File: src/rtl/id_ex_reg.sv
// rtl/id_ex_reg.sv - ID/EX pipeline register with EX-stage operand forwarding and selection
//
// Optional feature macro: E_FWD_W_EN (adds W-stage forwarding ports and logic).
//
// Ports:
//   clk, reset (sync, active-low), stall (1 = load a bubble)
//   D_*        : decoded instruction bundle from the D stage
//   M_fwd_*    : M-stage forwarding source (address, data, write enable)
//   W_fwd_*    : W-stage forwarding source (only with E_FWD_W_EN)
//   E_alu_a/b  : forwarded ALU operands; E_aluop registered opcode
//   E_store_data : forwarded rt value for stores
//   E_pc, E_instr, E_wa, E_regwrite, E_rs, E_rt, E_tnew, E_tnew_m, E_valid
module id_ex_reg (
    input  logic        clk,
    input  logic        reset,
    input  logic        stall,
    input  logic [31:0] D_pc,
    input  logic [31:0] D_instr,
    input  logic [4:0]  D_rs,
    input  logic [4:0]  D_rt,
    input  logic [31:0] D_rs_data,
    input  logic [31:0] D_rt_data,
    input  logic [31:0] D_imm,
    input  logic [2:0]  D_aluop,
    input  logic        D_alusrc,
    input  logic        D_regwrite,
    input  logic [4:0]  D_wa,
    input  logic [1:0]  D_tnew,
    input  logic [4:0]  M_fwd_addr,
    input  logic [31:0] M_fwd_data,
    input  logic        M_fwd_we,
`ifdef E_FWD_W_EN
    input  logic [4:0]  W_fwd_addr,
    input  logic [31:0] W_fwd_data,
    input  logic        W_fwd_we,
`endif
    output logic [31:0] E_alu_a,
    output logic [31:0] E_alu_b,
    output logic [2:0]  E_aluop,
    output logic [31:0] E_store_data,
    output logic [31:0] E_pc,
    output logic [31:0] E_instr,
    output logic [4:0]  E_wa,
    output logic        E_regwrite,
    output logic [4:0]  E_rs,
    output logic [4:0]  E_rt,
    output logic [1:0]  E_tnew,
    output logic [1:0]  E_tnew_m,
    output logic        E_valid
);

    // Pipeline state
    logic [31:0] r_pc;
    logic [31:0] r_instr;
    logic [4:0]  r_rs;
    logic [4:0]  r_rt;
    logic [31:0] r_rs_data;
    logic [31:0] r_rt_data;
    logic [31:0] r_imm;
    logic [2:0]  r_aluop;
    logic        r_alusrc;
    logic        r_regwrite;
    logic [4:0]  r_wa;
    logic [1:0]  r_tnew;
    logic        r_valid;

    // Forwarding hits and forwarded operands
    logic        w_m_hit_rs;
    logic        w_m_hit_rt;
    logic [31:0] w_fa;
    logic [31:0] w_fb;

    // Reset and stall both collapse the stage to all-zero contents; the zero
    // encoding decodes as sll $0 with ALU opcode ADD and no register write.
    always_ff @(posedge clk) begin
        if (!reset || stall) begin
            r_pc       <= 32'd0;
            r_instr    <= 32'd0;
            r_rs       <= 5'd0;
            r_rt       <= 5'd0;
            r_rs_data  <= 32'd0;
            r_rt_data  <= 32'd0;
            r_imm      <= 32'd0;
            r_aluop    <= 3'd0;
            r_alusrc   <= 1'b0;
            r_regwrite <= 1'b0;
            r_wa       <= 5'd0;
            r_tnew     <= 2'd0;
            r_valid    <= 1'b0;
        end else begin
            r_pc       <= D_pc;
            r_instr    <= D_instr;
            r_rs       <= D_rs;
            r_rt       <= D_rt;
            r_rs_data  <= D_rs_data;
            r_rt_data  <= D_rt_data;
            r_imm      <= D_imm;
            r_aluop    <= D_aluop;
            r_alusrc   <= D_alusrc;
            r_regwrite <= D_regwrite;
            r_wa       <= D_wa;
            r_tnew     <= D_tnew;
            r_valid    <= 1'b1;
        end
    end

    // $0 is hard-wired zero, so a producer naming $0 must never override it.
    assign w_m_hit_rs = M_fwd_we && (M_fwd_addr == r_rs) && (r_rs != 5'd0);
    assign w_m_hit_rt = M_fwd_we && (M_fwd_addr == r_rt) && (r_rt != 5'd0);

`ifdef E_FWD_W_EN
    logic w_w_hit_rs;
    logic w_w_hit_rt;

    assign w_w_hit_rs = W_fwd_we && (W_fwd_addr == r_rs) && (r_rs != 5'd0);
    assign w_w_hit_rt = W_fwd_we && (W_fwd_addr == r_rt) && (r_rt != 5'd0);
`endif

    // M is the younger producer, so it is applied last and wins over W.
    always_comb begin
        w_fa = r_rs_data;
        w_fb = r_rt_data;
`ifdef E_FWD_W_EN
        if (w_w_hit_rs) w_fa = W_fwd_data;
        if (w_w_hit_rt) w_fb = W_fwd_data;
`endif
        if (w_m_hit_rs) w_fa = M_fwd_data;
        if (w_m_hit_rt) w_fb = M_fwd_data;
    end

    assign E_alu_a      = w_fa;
    assign E_alu_b      = r_alusrc ? r_imm : w_fb;
    assign E_store_data = w_fb;
    assign E_aluop      = r_aluop;
    assign E_pc         = r_pc;
    assign E_instr      = r_instr;
    assign E_wa         = r_wa;
    assign E_regwrite   = r_regwrite & r_valid;
    assign E_rs         = r_rs;
    assign E_rt         = r_rt;
    assign E_tnew       = r_tnew;
    // Saturating decrement: a result already available stays available.
    assign E_tnew_m     = (r_tnew == 2'd0) ? 2'd0 : (r_tnew - 2'd1);
    assign E_valid      = r_valid;

endmodule
File: config.mk
export PLATFORM = sky130hd
export DESIGN_NAME = id_ex_reg
export DESIGN_NICKNAME = d
export VERILOG_FILES = /design/src/rtl/id_ex_reg.sv
export SDC_FILE = /design/constraint.sdc
export NUM_CORES = 1
export LEC_CHECK = 0
export CAP_MARGIN = 20
export CORE_AREA = 2 2 159 161
export DETAILED_ROUTE_END_ITERATION = 16
export DIE_AREA = 0 0 161 163
export PLACE_DENSITY_LB_ADDON = 0.3
export SYNTH_ARGS = -nofsm -noshare
export SYNTH_HDL_FRONTEND = slang
export SYNTH_SLANG_ARGS = --single-unit
export TNS_END_PERCENT = 5
File: constraint.sdc
create_clock -name clk -period 2.83 [get_ports clk]
set_clock_uncertainty 0.2 [all_clocks]
set_input_delay 0.566 -clock clk [delete_from_list [all_inputs] [get_ports clk]]
set_output_delay 0.566 -clock clk [all_outputs]
set_load 0.02 [all_outputs]
# Word level (Yosys, flattened, before mapping)
# Cells that the tools add are included.
# word_totals
out_inout_bits	184
elab_cells	31
input_bits	223
reg_bits	183
# classes
n_eq_ne	2
n_mux	5
reduce_logical	9
bitwise_logic	1
addsub	1
# ops
operator	count
2-to-1 mux 32 bit	3
== test 5 bit	2
nonzero test 5 bit	2
logical AND 1 bit	4
logical NOT 2 bit	1
2-to-1 mux 2 bit	1
subtractor 2 x 1 -> 2 bit (second input constant)	1
AND 1 bit	1
logical NOT 1 bit	1
logical OR 1 bit	1
2-to-1 mux 1 bit	1

# Longest topological paths before layout
# Gate-level depths: netlist of run 1.
# logic_depth
word_depth	5
ltp_mapped	6
ltp_nobuf	4

# Worst setup path before layout of run 1
# Ideal clock, no wire load.
# synth_path
path_kind	input port to output port
startpoint	in M_fwd_addr[2]
endpoint	out E_alu_b[10]
cell_stages	6
required_ns	2.064
path_buffers	2
t_arrival_ns	1.808
setup_slack_ns	0.256
cell_sequence	xnor2_1 > and3_1 > clkbuf_1 > buf_6 > nand4_1 > a31oi_1
# synth_between
elab_chain_cells	5
# synth_lines
element	line	source
start: declaration	29	input logic [4:0] M_fwd_addr,
== test 5 bit	109	assign w_m_hit_rt = M_fwd_we && (M_fwd_addr == r_rt) && (r_rt != 5'd0);
logical AND 1 bit (2 in series)	109	
2-to-1 mux 32 bit	128	if (w_m_hit_rt) w_fb = M_fwd_data;
2-to-1 mux 32 bit	132	assign E_alu_b = r_alusrc ? r_imm : w_fb;
end: declaration	38	output logic [31:0] E_alu_b,
# No other way between the ends.

# Worst setup path in the final report of run 1
# layout_path
startpoint	reg r_rs[3] (netlist: E_rs[3])
endpoint	out E_alu_a[1]
# layout_between
elab_chain_cells	4
elab_cells_between_ends	5
classes_between	1 x eq/ne; 1 x mux; 3 x reduce/logical
# layout_lines
element	line	source
start: declaration	55	logic [4:0] r_rs;
start signal: assignment	93	r_rs <= D_rs;
== test 5 bit	108	assign w_m_hit_rs = M_fwd_we && (M_fwd_addr == r_rs) && (r_rs != 5'd0);
logical AND 1 bit	108	
logical AND 1 bit *	108	
2-to-1 mux 32 bit *	127	if (w_m_hit_rs) w_fa = M_fwd_data;
end: declaration	37	output logic [31:0] E_alu_a,
# Mark *: on every way between the ends. The rest lies on a longest branch, timed or not.

==> Implementation_results.wiki, run 1 <==
{| class="wikitable"
! Metric !! Value
|-
| Die extent in y || 163 um
|-
| Layout cell share with drive strength beyond 1 || 23.37%
|-
| Footprint of the flip-flops and latches || 0.003670 mm2
|-
| Number of DRC violations after detailed-routing iteration 0 || 305
|-
| Maximum buffer depth of the clock tree || 2
|-
| Internal cell power || 0.004491 W
|-
| Die Area || 0.02624 mm2
|-
| Fraction of synthesis flops using an asynchronous set or reset pin || 0%
|-
| Kind of end point of the critical path || output port
|-
| Final worst path period need || 2.909 ns
|-
| Maximum number of pins on one net before global-route repair || 73
|-
| Die outline width || 161 um
|-
| Net count after synthesis || 857
|-
| Summed negative setup slack over all endpoints || -1.817 ns
|-
| Vias in the first global route || 6151
|-
| Routed wire length || 25.24 mm
|-
| Max transition margin || 76.94%
|-
| Endpoints failing hold || 0
|-
| Starting Density || 26.82%
|-
| Most frequent cells in the layout || sky130_fd_sc_hd__clkdlybuf4s50_1 (304), sky130_fd_sc_hd__and2_1 (184), sky130_fd_sc_hd__dfxtp_1 (178), sky130_fd_sc_hd__buf_2 (38), sky130_fd_sc_hd__nand2_1 (33)
|-
| # clock sinks || 183
|-
| TritonCTS clock tree || built
|-
| Port Buffer Count || 406
|-
| Crit path capture || E_alu_a[1]
|-
| Predominant post-synthesis flop cell || sky130_fd_sc_hd__dfxtp_1
|-
| Worst endpoint data arrival time || 2.14 ns
|-
| Clock power share || 38.0%
|-
| Number of distinct standard cells referenced by the synthesized netlist || 27
|-
| Global-route congestion overflow total || 0
|-
| Count of flip-flops with a built-in enable after synthesis || 0
|-
| Run status || complete, but fails checks
|-
| Number of nets at the end of the flow || 1271
|-
| Failing checks || setup timing
|-
| CTS Root Cell || sky130_fd_sc_hd__clkbuf_16
|-
| Areal power density over the cells || 510.5 mW/mm2
|-
| Gate Count Post-Synth || 634
|-
| Unrepaired setup endpoints after global routing || yes
|-
| Top-level port count || 407
|-
| Total power draw || 0.006191 W
|-
| Worst Max-Slew Pin Slew || 0.3460 ns
|-
| Via count || 6077
|-
| Fmax achieved || 0.3437 GHz
|-
| Antenna diode count || 0
|-
| Kind of start point of the critical path || flip-flop
|-
| Gpl congestion || 0.8269
|-
| First-pass iteration count of the detailed router || 4
|-
| GRT Resource Usage Total || 18.32%
|-
| Crit path required time || 2.06 ns
|-
| Post-CTS Hold Fix Bufs || 0
|-
| Sequential area share after synthesis || 55.36%
|-
| HPWL Detailed || 17.54 mm
|-
| Deepest level of the CTS H-tree || 4
|-
| Power share of the sequential group || 43.9%
|-
| CP Max Fanout || 10
|-
| Switching power of the nets || 0.001699 W
|-
| Post-synthesis register bit count || 183
|-
| Proportion of total power due to net switching || 27.45%
|-
| Period utilization || 102.8%
|-
| Worst IR drop on VDD || 0.3109 mV
|-
| Number of vias per cell || 4.369
|-
| Area added between synthesis and finish || 83.27%
|-
| DRC violation count after routing || 0
|-
| Count of endpoints failing setup in the final report || 39
|-
| Finished Core Util || 49.15%
|-
| Classification of the worst setup path || reg2out
|-
| Portion of total power attributed to combinational logic || 18.1%
|-
| Std-Cell Core Area || 0.02467 mm2
|-
| Antenna Nets Post-Route || 0
|-
| Hold/Removal Path Class || in2reg
|-
| Area of combinational cells with multiple inputs || 0.003068 mm2
|-
| Most common cell after layout, fill and taps aside || sky130_fd_sc_hd__clkdlybuf4s50_1
|-
| Mapped cell area || 0.006618 mm2
|-
| Final setup slack of the worst path || -0.07926 ns
|-
| Clock slew at reported path FFs || 0.08 ns
|-
| Wire length of the first global-routing pass || 36.36 mm
|-
| Number of antenna violations at the first check in global routing || 2
|-
| Final routed wire length divided by cell count || 18.15 um
|-
| Number of maximum-capacitance violations || 0
|-
| Std-Cell Rows || 58
|-
| TritonCTS buffer count || 17
|-
| Total of fill cells in the finished design || 2344
|-
| Synthesis warning total || 0
|-
| Worst setup path start || E_rs[3]
|-
| Max-slew violation count || 0
|-
| Mean cell area of the mapped netlist || 10.44 um2
|-
| Leak Pwr || 5.018 nW
|}
-- metrics by stage --
step | instance area, um2 | hold WS (ns) | setup WS (ns) | instances
finish | 12130 | 0.4864 | -0.07926 | 1391
global route | 12130 | 0.4654 | -0.1660 | 1391
CTS | 12080 | 0.4634 | -0.2119 | 1389
detailed placement | 11210 | 0.9336 | -0.9365 | 1349
global placement | 11210 | 0.9322 | -0.9214 | 1349
floorplan | 6618 | 0.4877 | 0.2564 | 634
-- Yosys cell counts, types with 2 or more instances --
| cell | count | share of area [%] |
|---|---|---|
| sky130_fd_sc_hd__a31oi_1 | 32 | 3.0 |
| sky130_fd_sc_hd__and2_1 | 184 | 17 |
| sky130_fd_sc_hd__and3_1 | 2 | 0.19 |
| sky130_fd_sc_hd__buf_12 | 3 | 0.91 |
| sky130_fd_sc_hd__buf_2 | 7 | 0.53 |
| sky130_fd_sc_hd__buf_6 | 4 | 0.68 |
| sky130_fd_sc_hd__clkbuf_1 | 36 | 2.0 |
| sky130_fd_sc_hd__dfxtp_1 | 183 | 55 |
| sky130_fd_sc_hd__mux2_2 | 2 | 0.34 |
| sky130_fd_sc_hd__mux2_4 | 30 | 6.8 |
| sky130_fd_sc_hd__nand2_1 | 33 | 1.9 |
| sky130_fd_sc_hd__nand3_1 | 2 | 0.15 |
| sky130_fd_sc_hd__nand4_1 | 32 | 3.0 |
| sky130_fd_sc_hd__nor2_1 | 32 | 1.8 |
| sky130_fd_sc_hd__nor2b_1 | 2 | 0.19 |
| sky130_fd_sc_hd__nor4_1 | 2 | 0.19 |
| sky130_fd_sc_hd__o31ai_1 | 32 | 3.6 |
| sky130_fd_sc_hd__xnor2_1 | 5 | 0.66 |
| sky130_fd_sc_hd__xor2_1 | 3 | 0.40 |
-- power by group through the flow --
stage	clock network, W	registers, W	logic [W]
final	0.00235	0.00272	0.00112
after global placement	0	0.00277	0.00108
after detailed placement	0	0.00277	0.00108
after global routing	0.00256	0.00273	0.00119
after floorplan	0	0.00283	0.000346
after CTS	0.00245	0.00272	0.00111
-- worst min path at each step --
stage / start / end / slack, ns / cells after the start
final: D_instr[21] / E_instr[21] / 0.49 / 2
after global routing: D_instr[6] / E_instr[6] / 0.47 / 2
after CTS: D_imm[28] / r_imm[28] / 0.46 / 2
after detailed placement: D_imm[28] / r_imm[28] / 0.93 / 2
after global placement: D_instr[29] / E_instr[29] / 0.93 / 2
after floorplan: D_aluop[0] / E_aluop[0] / 0.49 / 1
-- flip-flops by register name, summed over array words and instances (netlist names) --
register / flops
r_rt_data: 32
E_rt: 5
r_rs_data: 32
r_imm: 32
r_regwrite: 1
E_pc: 32
E_instr: 32
E_tnew: 2
E_wa: 5
E_valid: 1
E_aluop: 3
E_rs: 5
r_alusrc: 1
-- metal layers --
metal  vias to the layer above  GRT usage (%)  routed length, um
met2                       290          31.66              12430
met3                        47          6.977               2280
met4                         2          7.670                807
met1                      2792          20.23               9706
met5                         -              0                 16
li1                       2946              -                  -
-- cell families (layout without fill, tap and decap cells) --
group                  Yosys count  after routing  share of synthesized area (%)
AND/OR/NAND/NOR                293            293                          25.22
buffers and inverters           51            478                          4.216
XOR/XNOR                         8              8                          1.059
flip-flops                     183            183                          55.36
AO/OA/AOI/OAI                   67             67                          6.996
multiplexers                    32             32                          7.147
-- cell type report --
cell class	instances	area share [%]
clock inverters	14	1.321
multi-input cells	400	25.30
flip-flops and latches	183	30.26
clock buffers	18	3.539
inverters	1	0.03095
well taps	330	3.405
repair buffers	445	36.15
-- what timing repair did --
item / CTS / global route
pin swaps: 8 / 17
setup buffers: 3 / 0
gates resized for setup: 351 / 143
gates cloned: 5 / 2
endpoints found under the setup margin: 96 / 95
-- worst max-delay path, stage by stage, from the launching register on --
cell and delay [ns]:
sky130_fd_sc_hd__dfxtp_2 0.34, sky130_fd_sc_hd__xor2_1 0.18, sky130_fd_sc_hd__nor3_2 0.19, sky130_fd_sc_hd__and4_4 0.33, sky130_fd_sc_hd__clkbuf_16 0.21, sky130_fd_sc_hd__mux2_4 0.31
sky130_fd_sc_hd__buf_2 0.16
Power figures use the tool's default switching activity.
==> run 2: changes to the inputs <==
- SLEW_MARGIN: default -> 20
==> results of run 2 <==
Same layout as run 1: the final DEF is identical, and so are final timing and power.
==> run 3: changes to the inputs <==
- ABC_AREA: default -> 1
- CORE_AREA: 2 2 159 161 -> 2 2 157 159
- DIE_AREA: 0 0 161 163 -> 0 0 159 161
- clock period: 2.83 -> 3.7 ns (I/O delays scaled with it)
==> Implementation_results.wiki, run 3 <==
{| class="wikitable"
! Metric !! Value
|-
| Area added between synthesis and finish || 68.05% (was 83.27%)
|-
| Hold/Removal Path Class || in2reg (unchanged)
|-
| Number of vias per cell || 4.089 (was 4.369)
|-
| Count of endpoints failing setup in the final report || 0 (was 39)
|-
| Areal power density over the cells || 395.7 mW/mm2 (was 510.5 mW/mm2)
|-
| Fmax achieved || 0.2788 GHz
|-
| List of most frequent post-synthesis cells || sky130_fd_sc_hd__inv_1 (262), sky130_fd_sc_hd__nor2_1 (187), sky130_fd_sc_hd__dfxtp_1 (183) (was sky130_fd_sc_hd__and2_1 (184), sky130_fd_sc_hd__dfxtp_1 (183), sky130_fd_sc_hd__clkbuf_1 (36))
|-
| Std-Cell Core Area || 0.02396 mm2 (was 0.02467 mm2)
|-
| Run status || complete, no violations (was complete, but fails checks)
|-
| Most area-hungry cell type in the Yosys netlist || sky130_fd_sc_hd__dfxtp_1 (unchanged)
|-
| Total of fill cells in the finished design || 2402 (was 2344)
|-
| CP bufs+invs || 5 (was 2)
|-
| CTS Root Cell || sky130_fd_sc_hd__clkbuf_16 (unchanged)
|-
| Synthesis warning total || 0 (unchanged)
|-
| Post-CTS setup buffer count || 0 (was 3)
|-
| Most repeated cell in the gate-level netlist after synthesis || sky130_fd_sc_hd__inv_1 (was sky130_fd_sc_hd__and2_1)
|-
| Gpl congestion || 0.8895 (was 0.8269)
|-
| Post-synthesis register bit count || 183 (unchanged)
|-
| Launch point of the worst hold path || D_pc[2] (was D_instr[21])
|-
| Via count || 7132 (was 6077)
|-
| Area fraction of the dominant cell type after synthesis || 51.29% (was 55.36%)
|-
| Final routed wire length divided by cell count || 14.84 um (was 18.15 um)
|-
| Cell family with most CP delay || buffers and inverters (was simple AND/OR/NAND/NOR gates)
|-
| Final worst path period need || 3.586 ns
|-
| CP Max Fanout || 13 (was 10)
|-
| Number of DRC violations after detailed-routing iteration 0 || 318 (was 305)
|-
| Std-Cell Rows || 57 (was 58)
|-
| GRT Resource Usage Total || 19.97% (was 18.32%)
|-
| Crit path required time || 2.76 ns (was 2.06 ns)
|-
| Top-level port count || 407 (unchanged)
|-
| # clock sinks || 183 (unchanged)
|-
| Met1 layer usage reported by global route || 22.42% (was 20.23%)
|-
| Max transition margin || 63.11% (was 76.94%)
|-
| DRC violation count after routing || 0 (unchanged)
|-
| Gate Count Post-Synth || 1005 (was 634)
|-
| Maximum buffer depth of the clock tree || 2 (unchanged)
|-
| Final setup slack of the worst path || 0.1136 ns (was -0.07926 ns)
|-
| Standard cell with the maximum stage delay on the critical path || sky130_fd_sc_hd__clkdlybuf4s50_1 (was sky130_fd_sc_hd__dfxtp_2)
|-
| Most common cell after layout, fill and taps aside || sky130_fd_sc_hd__clkdlybuf4s50_1 (unchanged)
|-
| Footprint of the flip-flops and latches || 0.003665 mm2 (was 0.003670 mm2)
|-
| Crit path largest cell delay || 0.53 ns (was 0.34 ns)
|-
| Net count after synthesis || 1228 (was 857)
|-
| TritonCTS clock tree || built (unchanged)
|-
| Leak Pwr || 6.297 nW (was 5.018 nW)
|-
| Number of distinct standard cells referenced by the synthesized netlist || 23 (was 27)
|-
| Number of antenna violations at the first check in global routing || 0 (was 2)
|-
| Port Buffer Count || 406 (unchanged)
|-
| Max-slew violation count || 0 (unchanged)
|-
| Fraction of synthesis flops using an asynchronous set or reset pin || 0% (unchanged)
|-
| Critical Path, Cell by Cell || clkdlybuf4s50_1 -> o21ai_0 -> buf_4 -> nor3_4 -> buf_12 -> nand2_4 -> buf_12 -> nand2_1 -> nand2_1 -> clkdlybuf4s15_1 (was xor2_1 -> nor3_2 -> and4_4 -> clkbuf_16 -> mux2_4 -> buf_2)
|-
| HPWL Detailed || 19.20 mm (was 17.54 mm)
|-
| Number of nets at the end of the flow || 1630 (was 1271)
|-
| Busiest layer in global routing || met2 (unchanged)
|-
| Mapped cell area || 0.007143 mm2 (was 0.006618 mm2)
|-
| TritonCTS buffer count || 17 (unchanged)
|-
| Antenna Nets Post-Route || 0 (unchanged)
|-
| Global-route congestion overflow total || 0 (unchanged)
|-
| Predominant post-synthesis flop cell || sky130_fd_sc_hd__dfxtp_1 (unchanged)
|-
| Placement Setup Slack || -0.2169 ns (was -0.9365 ns)
|-
| Classification of the worst setup path || in2out (was reg2out)
|-
| Clock slew at reported path FFs || 0.09 ns (was 0.08 ns)
|-
| Ranking of synthesized cells by area || sky130_fd_sc_hd__dfxtp_1 (51%), sky130_fd_sc_hd__inv_1 (14%), sky130_fd_sc_hd__nor2_1 (9.8%) (was sky130_fd_sc_hd__dfxtp_1 (55%), sky130_fd_sc_hd__and2_1 (17%), sky130_fd_sc_hd__mux2_4 (6.8%))
|-
| Die Area || 0.02560 mm2 (was 0.02624 mm2)
|-
| Endpoints failing hold || 0 (unchanged)
|-
| First-pass iteration count of the detailed router || 6 (was 4)
|-
| Count of flip-flops with a built-in enable after synthesis || 0 (unchanged)
|-
| Worst endpoint data arrival time || 2.65 ns (was 2.14 ns)
|-
| Area of combinational cells with multiple inputs || 0.002246 mm2 (was 0.003068 mm2)
|-
| Die outline width || 159 um (was 161 um)
|-
| Unrepaired setup endpoints after global routing || yes (unchanged)
|-
| Maximum number of pins on one net before global-route repair || 72 (was 73)
|-
| Grt met3 use || 6.805% (was 6.977%)
|-
| Sequential area share after synthesis || 51.29% (was 55.36%)
|-
| Worst IR drop on VDD || 0.2838 mV (was 0.3109 mV)
|-
| GR Layer Usage met2 || 35.71% (was 31.66%)
|-
| Kind of end point of the critical path || output port (unchanged)
|-
| Die extent in y || 161 um (was 163 um)
|-
| Layout cell share with drive strength beyond 1 || 9.437% (was 23.37%)
|-
| Antenna diode count || 0 (unchanged)
|-
| Final Non-Filler Cells || 1744 (was 1391)
|-
| Worst setup path start || M_fwd_addr[2] (was E_rs[3])
|-
| Mean cell area of the mapped netlist || 7.108 um2 (was 10.44 um2)
|-
| Period utilization || 96.93%
|-
| Kind of start point of the critical path || primary input (was flip-flop)
|-
| Vias in the first global route || 7109 (was 6151)
|-
| Routed wire length || 25.88 mm (was 25.24 mm)
|-
| Starting Density || 29.81% (was 26.82%)
|-
| Wire length of the first global-routing pass || 39.66 mm (was 36.36 mm)
|-
| Worst Max-Slew Pin Slew || 0.5533 ns (was 0.3460 ns)
|-
| Most frequent cells in the layout || sky130_fd_sc_hd__clkdlybuf4s50_1 (309), sky130_fd_sc_hd__inv_1 (260), sky130_fd_sc_hd__nor2_1 (187), sky130_fd_sc_hd__dfxtp_1 (182), sky130_fd_sc_hd__nand2_1 (179) (was sky130_fd_sc_hd__clkdlybuf4s50_1 (304), sky130_fd_sc_hd__and2_1 (184), sky130_fd_sc_hd__dfxtp_1 (178), sky130_fd_sc_hd__buf_2 (38), sky130_fd_sc_hd__nand2_1 (33))
|-
| Number of maximum-capacitance violations || 0 (unchanged)
|-
| Deepest level of the CTS H-tree || 4 (unchanged)
|-
| Placed cell count || 1712 (was 1349)
|}
-- run 3: cell types whose count changed after synthesis, moves of 64 or more --
cell and delta:
sky130_fd_sc_hd__and2_1 -152, sky130_fd_sc_hd__nand2_1 +147, sky130_fd_sc_hd__nor2_1 +155, sky130_fd_sc_hd__inv_1 +262
sky130_fd_sc_hd__nand3_1 +64
-- run 3: power breakdown --
group / total, W / switching (W) / internal (W)
clock network: 0.00189 / 0.000959 / 0.000933
registers: 0.00207 / 0.0000236 / 0.00205
logic: 0.000785 / 0.000386 / 0.000400
total: 0.00475 / 0.00137 / 0.00338
-- run 3: cell type report --
class / instances / area share [%]
Clock inverter: 15 / 1.647
Tap cell: 324 / 3.377
Clock buffer: 17 / 3.544
Timing Repair Buffer: 431 / 33.86
Sequential cell: 183 / 30.53
Multi-Input combinational cell: 509 / 18.71
Inverter: 265 / 8.328
-- run 3: layer usage --
| metal | share of wire, % | up-vias | wire (um) |
|---|---|---|---|
| li1 | - | 3669 | - |
| met3 | 7.9 | 41 | 2051 |
| met2 | 49 | 279 | 12770 |
| met4 | 2.3 | 0 | 583 |
| met1 | 40 | 3143 | 10470 |
| met5 | 0 | - | 0 |
-- run 3: cell families after synthesis --
family,after synthesis,share of synthesized area (%)
simple gates,504,30.67
flops,183,51.29
compound gates,4,0.4204
xor+xnor,1,0.1226
buf+inv,313,17.50
-- run 3: path summary, 6_finish.rpt --
path / endpoint / slack [ns] / cells after the start
max: E_alu_a[5] / 0.11 / 10
min: E_pc[2] / 0.62 / 3
-- run 3: through the flow --
step	util [%]	power [W]	cell area, um2	hold slack, ns	TNS, ns
detailed placement	48.85	0.002953	11710	1.062	-14.58
finish	50.09	0.004749	12000	0.6196	0
global placement	48.85	0.002946	11710	1.059	-14.93
floorplan	-	0.002439	7143	0.6224	0
global route	50.09	0.004955	12000	0.6092	-0.07258
CTS	50.99	0.004815	12220	0.5988	0
-- run 3: worst min-delay path, delay by kind of cell --
kind                   cells  cell delay [ns]
buffers and inverters      2             0.44
AND/OR/NAND/NOR            1             0.03
-- run 3: repair_timing --
action / CTS / global route
hold buffers: 0 / 0
setup endpoints to repair: 94 / 64
resized for setup: 96 / 123
